$ cat src/rtl/rx_pingpong_ctrl_if.sv
// Bundle between the GMII receiver, the two-bank payload memory and the frame consumer.
// The controller uses the master modport; the environment uses the slave modport.
interface rx_pingpong_ctrl_if #(
    parameter int OCT        = 8,
    parameter int DEPTH_LOG2 = 11
);
    logic                  rx_payload_ipv4;
    logic [OCT-1:0]        rx_payload;
    logic                  rx_irq;
    logic                  buf_we;
    logic [DEPTH_LOG2:0]   buf_waddr;
    logic [OCT-1:0]        buf_wdata;
    logic                  frm_valid;
    logic                  frm_bank;
    logic [DEPTH_LOG2:0]   frm_len;
    logic                  frm_ready;
    logic [15:0]           drop_cnt;

    modport master (
        input  rx_payload_ipv4, rx_payload, rx_irq, frm_ready,
        output buf_we, buf_waddr, buf_wdata, frm_valid, frm_bank, frm_len, drop_cnt
    );

    modport slave (
        output rx_payload_ipv4, rx_payload, rx_irq, frm_ready,
        input  buf_we, buf_waddr, buf_wdata, frm_valid, frm_bank, frm_len, drop_cnt
    );
endinterface

$ cat src/rtl/rx_pingpong_ctrl.sv
// Ping-pong receive buffer controller: writes IPv4 payload into two banks, commits on rx_irq,
// offers frames in arrival order. Drop counter is present only when RX_PP_DROP_CNT_EN is defined.
module rx_pingpong_ctrl #(
    parameter int OCT        = 8,
    parameter int DEPTH_LOG2 = 11,
    parameter int TMO        = 4
) (
    input  logic                 RX_CLK,
    input  logic                 rst,
    rx_pingpong_ctrl_if.master   bus
);
    localparam int AW = DEPTH_LOG2 + 1;
    localparam int TW = $clog2(TMO + 1);
    localparam logic [AW-1:0] CAP      = AW'(2 ** DEPTH_LOG2);
    localparam logic [TW-1:0] TMO_LAST = TW'(TMO - 1);

    typedef enum logic [1:0] {IDLE, WRITE, WAIT_IRQ, DROP} state_t;

    state_t            state_q, state_d;
    logic [AW-1:0]     cnt_q, cnt_d;
    logic [TW-1:0]     tmo_q, tmo_d;
    logic              wbank_q, wbank_d;
    logic              rbank_q, rbank_d;
    logic [1:0]        full_q;
    logic [AW-1:0]     len_q [2];
    logic              buf_we_q, buf_we_d;
    logic [AW-1:0]     buf_waddr_q, buf_waddr_d;
    logic [OCT-1:0]    buf_wdata_q, buf_wdata_d;
    logic              commit;
    logic              rel;
    logic              drop_evt;
    logic              wr_en;
    logic [DEPTH_LOG2-1:0] wr_off;

    assign rel = full_q[rbank_q] && bus.frm_ready;

    // State register
    always_ff @(posedge RX_CLK) begin
        if (rst) begin
            state_q     <= IDLE;
            cnt_q       <= '0;
            tmo_q       <= '0;
            wbank_q     <= 1'b0;
            rbank_q     <= 1'b0;
            buf_we_q    <= 1'b0;
            buf_waddr_q <= '0;
            buf_wdata_q <= '0;
        end else begin
            state_q     <= state_d;
            cnt_q       <= cnt_d;
            tmo_q       <= tmo_d;
            wbank_q     <= wbank_d;
            rbank_q     <= rbank_d;
            buf_we_q    <= buf_we_d;
            buf_waddr_q <= buf_waddr_d;
            buf_wdata_q <= buf_wdata_d;
        end
    end

    // Next-state logic
    always_comb begin
        state_d  = state_q;
        cnt_d    = cnt_q;
        tmo_d    = tmo_q;
        commit   = 1'b0;
        drop_evt = 1'b0;
        case (state_q)
            IDLE: begin
                if (bus.rx_payload_ipv4) begin
                    tmo_d = '0;
                    if (!full_q[wbank_q]) begin
                        state_d = WRITE;
                        cnt_d   = AW'(1);
                    end else begin
                        state_d  = DROP;
                        drop_evt = 1'b1;
                    end
                end
            end
            WRITE: begin
                tmo_d = '0;
                if (!bus.rx_payload_ipv4) begin
                    state_d = WAIT_IRQ;
                end else if (cnt_q != CAP) begin
                    cnt_d = cnt_q + AW'(1);
                end else begin
                    state_d  = DROP;
                    drop_evt = 1'b1;
                end
            end
            WAIT_IRQ: begin
                if (bus.rx_irq) begin
                    commit  = 1'b1;
                    state_d = IDLE;
                end else if (tmo_q == TMO_LAST) begin
                    state_d  = IDLE;
                    drop_evt = 1'b1;
                end else begin
                    tmo_d = tmo_q + TW'(1);
                end
            end
            DROP: begin
                // Leave on end-of-frame, or once the line has been quiet for TMO cycles
                if (bus.rx_irq) begin
                    state_d = IDLE;
                end else if (bus.rx_payload_ipv4) begin
                    tmo_d = '0;
                end else if (tmo_q == TMO_LAST) begin
                    state_d = IDLE;
                end else begin
                    tmo_d = tmo_q + TW'(1);
                end
            end
            default: state_d = IDLE;
        endcase
        wbank_d = commit ? ~wbank_q : wbank_q;
        rbank_d = rel ? ~rbank_q : rbank_q;
    end

    // Output logic: registered write port
    always_comb begin
        wr_en  = 1'b0;
        wr_off = '0;
        case (state_q)
            IDLE:  wr_en = bus.rx_payload_ipv4 && !full_q[wbank_q];
            WRITE: begin
                wr_en  = bus.rx_payload_ipv4 && (cnt_q != CAP);
                wr_off = cnt_q[DEPTH_LOG2-1:0];
            end
            default: wr_en = 1'b0;
        endcase
        buf_we_d    = wr_en;
        buf_waddr_d = wr_en ? {wbank_q, wr_off} : '0;
        buf_wdata_d = wr_en ? bus.rx_payload : '0;
    end

    // Per-bank occupancy; commit and release of different banks may coincide
    for (genvar gi = 0; gi < 2; gi++) begin : g_bank
        logic          bank_full_q, bank_full_d;
        logic [AW-1:0] bank_len_q, bank_len_d;

        always_comb begin
            bank_full_d = bank_full_q;
            bank_len_d  = bank_len_q;
            if (rel && (rbank_q == 1'(gi)))
                bank_full_d = 1'b0;
            if (commit && (wbank_q == 1'(gi))) begin
                bank_full_d = 1'b1;
                bank_len_d  = cnt_q;
            end
        end

        always_ff @(posedge RX_CLK) begin
            if (rst) begin
                bank_full_q <= 1'b0;
                bank_len_q  <= '0;
            end else begin
                bank_full_q <= bank_full_d;
                bank_len_q  <= bank_len_d;
            end
        end

        assign full_q[gi] = bank_full_q;
        assign len_q[gi]  = bank_len_q;
    end

    assign bus.buf_we    = buf_we_q;
    assign bus.buf_waddr = buf_waddr_q;
    assign bus.buf_wdata = buf_wdata_q;
    assign bus.frm_valid = full_q[rbank_q];
    assign bus.frm_bank  = rbank_q;
    assign bus.frm_len   = len_q[rbank_q];

`ifdef RX_PP_DROP_CNT_EN
    logic [15:0] drop_cnt_q, drop_cnt_d;

    always_comb begin
        drop_cnt_d = drop_cnt_q;
        if (drop_evt && (drop_cnt_q != 16'hFFFF))
            drop_cnt_d = drop_cnt_q + 16'd1;
    end

    always_ff @(posedge RX_CLK) begin
        if (rst) drop_cnt_q <= '0;
        else     drop_cnt_q <= drop_cnt_d;
    end

    assign bus.drop_cnt = drop_cnt_q;
`else
    logic drop_evt_unused;
    assign drop_evt_unused = drop_evt;
    assign bus.drop_cnt    = 16'h0000;
`endif
endmodule

$ cat src/flat_wrapper.sv
// flat-port wrapper written by rule: the top's interface ports become plain ports
module rx_pingpong_ctrl_flat 
#(
    parameter int OCT        = 8,
    parameter int DEPTH_LOG2 = 11,
    parameter int TMO        = 4
)
  (RX_CLK, rst, bus_rx_payload_ipv4, bus_rx_payload, bus_rx_irq, bus_frm_ready, bus_buf_we, bus_buf_waddr, bus_buf_wdata, bus_frm_valid, bus_frm_bank, bus_frm_len, bus_drop_cnt);
  rx_pingpong_ctrl_if #(.OCT(OCT), .DEPTH_LOG2(DEPTH_LOG2)) bus_i ();
  input  logic RX_CLK;
  input  logic rst;
  input wire logic [$bits(bus_i.rx_payload_ipv4)-1:0] bus_rx_payload_ipv4;
  input wire logic [$bits(bus_i.rx_payload)-1:0] bus_rx_payload;
  input wire logic [$bits(bus_i.rx_irq)-1:0] bus_rx_irq;
  input wire logic [$bits(bus_i.frm_ready)-1:0] bus_frm_ready;
  output wire logic [$bits(bus_i.buf_we)-1:0] bus_buf_we;
  output wire logic [$bits(bus_i.buf_waddr)-1:0] bus_buf_waddr;
  output wire logic [$bits(bus_i.buf_wdata)-1:0] bus_buf_wdata;
  output wire logic [$bits(bus_i.frm_valid)-1:0] bus_frm_valid;
  output wire logic [$bits(bus_i.frm_bank)-1:0] bus_frm_bank;
  output wire logic [$bits(bus_i.frm_len)-1:0] bus_frm_len;
  output wire logic [$bits(bus_i.drop_cnt)-1:0] bus_drop_cnt;
  assign bus_i.rx_payload_ipv4 = bus_rx_payload_ipv4;
  assign bus_i.rx_payload = bus_rx_payload;
  assign bus_i.rx_irq = bus_rx_irq;
  assign bus_i.frm_ready = bus_frm_ready;
  assign bus_buf_we = bus_i.buf_we;
  assign bus_buf_waddr = bus_i.buf_waddr;
  assign bus_buf_wdata = bus_i.buf_wdata;
  assign bus_frm_valid = bus_i.frm_valid;
  assign bus_frm_bank = bus_i.frm_bank;
  assign bus_frm_len = bus_i.frm_len;
  assign bus_drop_cnt = bus_i.drop_cnt;
  rx_pingpong_ctrl #(.OCT(OCT), .DEPTH_LOG2(DEPTH_LOG2), .TMO(TMO)) u_core (.RX_CLK(RX_CLK), .rst(rst), .bus(bus_i));
endmodule
$ cat config.mk
export PLATFORM = sky130hd
export DESIGN_NAME = rx_pingpong_ctrl_flat
export DESIGN_NICKNAME = d
export VERILOG_FILES = /design/src/rtl/rx_pingpong_ctrl_if.sv /design/src/rtl/rx_pingpong_ctrl.sv /design/src/flat_wrapper.sv
export SDC_FILE = /design/constraint.sdc
export NUM_CORES = 1
export LEC_CHECK = 0
export ABC_AREA = 1
export BUFFER_PORTS_ARGS = -buffer_cell sky130_fd_sc_hd__buf_2
export CELL_PAD_IN_SITES_DETAIL_PLACEMENT = 1
export CELL_PAD_IN_SITES_GLOBAL_PLACEMENT = 2
export CORE_MARGIN = 3
export CORE_UTILIZATION = 34
export CTS_BUF_LIST = sky130_fd_sc_hd__clkbuf_4 sky130_fd_sc_hd__clkbuf_8
export DETAILED_ROUTE_END_ITERATION = 10
export HOLD_SLACK_MARGIN = 0.05
export PLACE_DENSITY = 0.86
export SKIP_CTS_REPAIR_TIMING = 1
export SLEW_MARGIN = 20
export SYNTH_ARGS = -nofsm -noshare
export SYNTH_HDL_FRONTEND = slang
export SYNTH_SLANG_ARGS = --single-unit
$ cat constraint.sdc
create_clock -name RX_CLK -period 2.7 [get_ports RX_CLK]
set_clock_uncertainty 0.1 [all_clocks]
set_input_delay 0.27 -clock RX_CLK [delete_from_list [all_inputs] [get_ports RX_CLK]]
set_output_delay 0.27 -clock RX_CLK [all_outputs]
set_load 0.1 [all_outputs]
Yosys cells after proc, flatten, opt, wreduce, memory -nomap -nowiden
Cells that the tools add are included.

Bits in registers: 66. Input bits: 13. Output and inout port bits: 51. Word-level logic and storage cells: 87.

Add/sub/neg operators: 2. Reduce and logical (&&, ||, !) cells: 17. Bitwise operators: 5. Equality and inequality tests: 13. Muxes and demuxes: 34. Magnitude comparators: 3.

Operators with widths (number): 2-to-1 mux 12 bit (7); one-hot mux 12 bit (2 select lines) (1); 2-to-1 mux 2 bit (8); 2-to-1 mux 3 bit (5); adder 12 x 1 -> 12 bit, second input constant (1); != test 12 bit, second input constant (1); one-hot mux 3 bit (4 select lines) (1); 2-to-1 mux 1 bit (10); != test 2 bit, second input constant (5); one-hot mux 2 bit (4 select lines) (1); logical AND 1 bit (7); != test 3 bit, second input constant (2); AND reduction 3 bit (2); nonzero test 2 bit (3); AND reduction 5 bit (1); equality test 2 bit, second input constant (2); less-than comparator 1 x 2 -> 1 bit, second input constant (2); NOT 1 bit (4); adder 3 x 1 -> 3 bit, second input constant (1); equality test 3 x 2 -> 1 bit, second input constant (1); OR reduction 3 bit (1); equality test 2 x 1 -> 1 bit, second input constant (1); >= comparator 2 bit, second input constant (1); logical NOT 2 bit (1); other kinds (5) (5).

Logic depth before layout (Yosys ltp)
Depth in word-level cells: 7. Gate-level depth with buffers: 10. Gate-level depth less buffers: 10.

Worst setup path before layout
OpenSTA, ideal clock, no wires.

Path kind: reg-to-output. Start point: register u_core.rbank_q (netlist: u_core.bus.frm_bank). End point: output port bus_frm_len[11]. Cell stages (with the launch flop): 5. Data arrival time: 3.644 ns. Buffers on the path: 2. Data required time: 2.330 ns. Slack: -1.314 ns. Cell sequence: dfxtp_1 -> clkbuf_1 -> inv_1 -> clkbuf_1 -> o21ai_0.

Word-level cells in the longest chain between the ends: 4.

Ends and longest elaborated chain: start: declaration (RTL line rx_pingpong_ctrl.sv:23) `logic rbank_q, rbank_d;`; start signal: assignment (RTL line rx_pingpong_ctrl.sv:53) `rbank_q <= rbank_d;`; NOT 1 -> 2 bit (not written as such) (RTL line rx_pingpong_ctrl.sv:172) `assign bus.frm_len = len_q[rbank_q];`; 2-to-1 mux 12 bit (not written as such) (3 in series) (RTL line rx_pingpong_ctrl.sv:172); end: declaration (RTL line flat_wrapper.sv:21) `output wire logic [$bits(bus_i.frm_len)-1:0] bus_frm_len;`.

No other way between the ends. The select of a mux whose other input is x is not followed.

Worst setup path in the final report
Ends and elaborated chain as after synthesis.

==> results.rst <==
.. list-table::
   :header-rows: 1

   * - Metric
     - Value
   * - Count of pins over their slew limit
     - 0
   * - Number of antenna violations at the first check in global routing
     - 0
   * - Standard-cell row count
     - 33
   * - Pin count of the biggest net entering global routing
     - 37
   * - Worst min-delay path category
     - primary input to flip-flop
   * - Max transition margin
     - 51.15%
   * - Portion of the post-synthesis area used by sequential elements
     - 44.75%
   * - Clock tree from TritonCTS
     - built
   * - Fraction of final layout cells sized beyond drive strength 1
     - 26.01%
   * - Total chip power
     - 2.905 mW
   * - Int Power
     - 1.762 mW
   * - Leak
     - 1.558 nW
   * - Final hold viol count
     - 0
   * - Layout Cells excl Fill
     - 551
   * - Initial Utilization
     - 35.40%
   * - Length in cells of the worst reg-to-reg path
     - 9
   * - Combinational share of power
     - 30.1%
   * - Library cells used by synthesis
     - 30
   * - WL final
     - 7439 um
   * - Warnings, synthesis
     - 0
   * - Kind of start point of the critical path
     - flip-flop
   * - Mean instance size in the synthesized netlist
     - 7.494 um2
   * - Residual overflow from global routing
     - 0
   * - Clk Tree Root Cell
     - sky130_fd_sc_hd__clkbuf_8
   * - All-Layer GR Usage
     - 15.86%
   * - Worst reg2reg endpoint
     - u_core.cnt_q[10]$_SDFFE_PP0P_
   * - Average vias per placed instance
     - 4.682
   * - Type of destination of the critical path
     - output port
   * - Gp weighted congestion
     - 0.7617
   * - Number of max-cap violations
     - 0
   * - Category of the most critical setup path
     - flip-flop to output port
   * - Status
     - finished clean
   * - Via count of the first global-routing pass
     - 2,613
   * - Vertical die dimension
     - 99.19 um
   * - Clock power share
     - 32.2%
   * - RSZ-0062 raised after global routing
     - no
   * - Sequential cell area
     - 1321 um2
   * - Number of flip-flops and latches in the synthesized netlist
     - 66
   * - Core Region
     - 8341 um2
   * - Die Area
     - 9839 um2
   * - Antenna cell count
     - 0
   * - Critical Path End
     - bus_frm_len[11]
   * - Crit Reg-Reg Startpoint
     - u_core.cnt_q[0]$_SDFFE_PP0P_
   * - Critical path required time
     - 2.33 ns
   * - Placed instance area
     - 3238 um2
   * - Fraction of power spent switching nets
     - 39.36%
   * - Post-route DRC
     - 0
   * - Power density cells
     - 833.8 nW/um2
   * - Share of the core filled with cells
     - 41.78%
   * - Sequential share of power
     - 37.7%
   * - Crit-path max FO
     - 21
   * - Wire length of the first global-routing pass
     - 12,570 um
   * - Area of the mapped netlist
     - 2953 um2
   * - Min Hold Slack
     - 0.05508 ns
   * - R2R setup slack
     - 0.86 ns
   * - Input/output buffers
     - 47
   * - Number of cells in the design after placement
     - 533
   * - Highest clock frequency the design can meet
     - 401.5 MHz
   * - First DRT Iteration DRCs
     - 128
   * - Footprint of the multi-input gates
     - 1325 um2
   * - Number of nets in the final layout
     - 457
   * - Tightest Pin Transition
     - 0.7310 ns
   * - Number of buffers created by CTS
     - 9
   * - Maximum ir drop on the vdd rail
     - 0.2606 mV
   * - Via count
     - 2,580
   * - Area growth, synth to finish
     - 18.01%
   * - Final period util
     - 92.24%
   * - Post-CTS clock slew at the launch and capture registers of the worst setup and hold paths
     - 0.07 ns
   * - Gate Count Post-Synth
     - 394
   * - Data arrival, critical path
     - 2.12 ns
   * - Post-detailed-placement half-perimeter wirelength
     - 5467 um
   * - Clock latency of the later-clocked register in the worst-skew pair
     - 0.33 ns
   * - Number of I/O pins
     - 64
   * - Final-report setup violation count
     - 0
   * - Filler cell count
     - 1,084
   * - Critical path launch point
     - u_core.bus.frm_bank$_SDFFE_PP0P_
   * - Cell depth of the worst hold path
     - 3
   * - Per-cell routed wire length
     - 13.50 um
   * - Sinks on the clock net
     - 66
   * - Psw
     - 1.144 mW
   * - Final std cell area, no fill
     - 3485 um2
   * - Router iterations before antenna repair
     - 4
   * - Longest Clk Path Bufs
     - 2
   * - Number of H-tree levels
     - 3
   * - Min Clock Period, post-route
     - 2.490 ns
   * - Post-DRT Antenna Nets
     - 0
   * - Die width
     - 99.19 um
metal layers:
| metal | global-route usage [%] | vias up | part of all wire (%) |
|---|---|---|---|
| li1 | - | 1306 | - |
| met1 | 20.79 | 1215 | 46 |
| met2 | 25.67 | 55 | 49 |
| met3 | 3.436 | 4 | 3.9 |
| met4 | 5.777 | 0 | 0.94 |
| met5 | 0 | - | 0 |
flip-flops by register name (all words and copies together), names as in the netlist:
signal	count
u_core.g_bank.bank_len_q	24
u_core.bus.buf_waddr	12
u_core.cnt_q	12
u_core.bus.buf_wdata	8
u_core.tmo_q	3
u_core.g_bank.bank_full_q	2
u_core.state_q	2
u_core.bus.buf_we	1
u_core.bus.frm_bank	1
u_core.wbank_q	1
logic make-up after synthesis:
kind of cell	Yosys count	synth area share, %
other	1	0.1270
AO/OA/AOI/OAI	80	14.03
XOR/XNOR	4	1.186
flip-flops	66	44.75
AND/OR/NAND/NOR	154	24.83
adder cells (fa/ha/maj)	3	1.271
buffers and inverters	86	13.81
power groups by stage:
stage	Clock [mW]	Combinational, mW	Sequential, mW
floorplan	0	0.665	1.21
global placement	0	0.857	1.12
detailed placement	0	0.874	1.12
CTS	0.959	0.877	1.10
global route	1.01	0.947	1.10
finish	0.936	0.874	1.10
cells in the final DEF, fill, tap and decap left out, types with 2 or more instances in the layout:
master	instances
sky130_fd_sc_hd__a21oi_1	31
sky130_fd_sc_hd__buf_2	47
sky130_fd_sc_hd__bufinv_16	2
sky130_fd_sc_hd__clkbuf_8	10
sky130_fd_sc_hd__clkinv_2	3
sky130_fd_sc_hd__clkinvlp_4	2
sky130_fd_sc_hd__conb_1	16
sky130_fd_sc_hd__dfxtp_1	66
sky130_fd_sc_hd__dlygate4sd3_1	2
sky130_fd_sc_hd__ha_1	3
sky130_fd_sc_hd__inv_1	42
sky130_fd_sc_hd__inv_2	12
sky130_fd_sc_hd__nand2_1	72
sky130_fd_sc_hd__nand2_2	2
sky130_fd_sc_hd__nand3_1	20
sky130_fd_sc_hd__nand4_1	2
sky130_fd_sc_hd__nor2_1	24
sky130_fd_sc_hd__nor2_2	25
sky130_fd_sc_hd__nor3_1	4
sky130_fd_sc_hd__o21ai_0	28
sky130_fd_sc_hd__o21ai_1	15
sky130_fd_sc_hd__o21ai_4	4
sky130_fd_sc_hd__xor2_1	4
worst max-delay path, stage by stage (launching register included):
cell                         delay [ns]
sky130_fd_sc_hd__dfxtp_1           0.54
sky130_fd_sc_hd__clkinvlp_4        0.51
sky130_fd_sc_hd__o21ai_1           0.27
sky130_fd_sc_hd__buf_2             0.46
per-stage QoR:
step / setup slack [ns] / setup TNS (ns)
6_report: 0.2096 / 0
5_1_grt: 0.02623 / 0
4_1_cts: 0.1449 / 0
3_5_place_dp: 0.5240 / 0
3_3_place_gp: 0.6036 / 0
2_1_floorplan: -0.7332 / -6.388
worst min-delay path by stage:
stage	startpoint	to	slack, ns
floorplan	bus_rx_payload[0]	u_core.bus.buf_wdata[0]$_SDFF_PP0_	0.30
global placement	u_core.tmo_q[2]$_SDFFE_PP0P_	u_core.tmo_q[2]$_SDFFE_PP0P_	0.34
CTS	bus_rx_payload[1]	u_core.bus.buf_wdata[1]$_SDFF_PP0_	0.04
finish	bus_rx_payload[3]	u_core.bus.buf_wdata[3]$_SDFF_PP0_	0.06
detailed placement	u_core.tmo_q[2]$_SDFFE_PP0P_	u_core.tmo_q[2]$_SDFFE_PP0P_	0.35
global route	bus_rx_payload[3]	u_core.bus.buf_wdata[3]$_SDFF_PP0_	0.05
area by class of cell:
cell class              instances  share of cell area (%)
inverters                      57                   6.355
multi-input cells             257                   38.03
clock inverters                 5                   2.226
flip-flops and latches         66                   37.92
repair buffers                 50                   7.540
well taps                     105                   3.770
clock buffers                  11                   4.165
cell usage after synthesis:
library cell | instances | area (um2)
sky130_fd_sc_hd__nand3_4 | 1 | 17.52
sky130_fd_sc_hd__clkinv_2 | 1 | 5.000
sky130_fd_sc_hd__nand2_1 | 72 | 270.3
sky130_fd_sc_hd__xor2_1 | 4 | 35.03
sky130_fd_sc_hd__ha_1 | 3 | 37.54
sky130_fd_sc_hd__nor3_2 | 1 | 10.01
sky130_fd_sc_hd__inv_4 | 1 | 6.260
sky130_fd_sc_hd__o21ai_0 | 38 | 190.2
sky130_fd_sc_hd__inv_2 | 12 | 45.04
sky130_fd_sc_hd__nand2_8 | 1 | 20.02
sky130_fd_sc_hd__clkbuf_2 | 1 | 5.000
sky130_fd_sc_hd__inv_1 | 43 | 161.4
sky130_fd_sc_hd__nor3_1 | 4 | 20.02
sky130_fd_sc_hd__nor2_1 | 24 | 90.09
sky130_fd_sc_hd__nand2_2 | 2 | 12.51
sky130_fd_sc_hd__clkbuf_1 | 6 | 22.52
sky130_fd_sc_hd__dfxtp_1 | 66 | 1321
sky130_fd_sc_hd__nand4_1 | 2 | 12.51
sky130_fd_sc_hd__conb_1 | 1 | 3.750
sky130_fd_sc_hd__a211oi_1 | 1 | 7.510
sky130_fd_sc_hd__buf_6 | 2 | 22.52
sky130_fd_sc_hd__a21oi_4 | 1 | 16.27
sky130_fd_sc_hd__a21oi_1 | 31 | 155.2
sky130_fd_sc_hd__nand3_1 | 20 | 100.1
sky130_fd_sc_hd__o21ai_1 | 9 | 45.04
sky130_fd_sc_hd__nor3b_2 | 1 | 12.51
sky130_fd_sc_hd__buf_4 | 16 | 120.1
sky130_fd_sc_hd__nor2_2 | 25 | 156.4
sky130_fd_sc_hd__nand2_4 | 1 | 11.26
sky130_fd_sc_hd__buf_2 | 4 | 20.02
(Power assumes the default switching activity.)
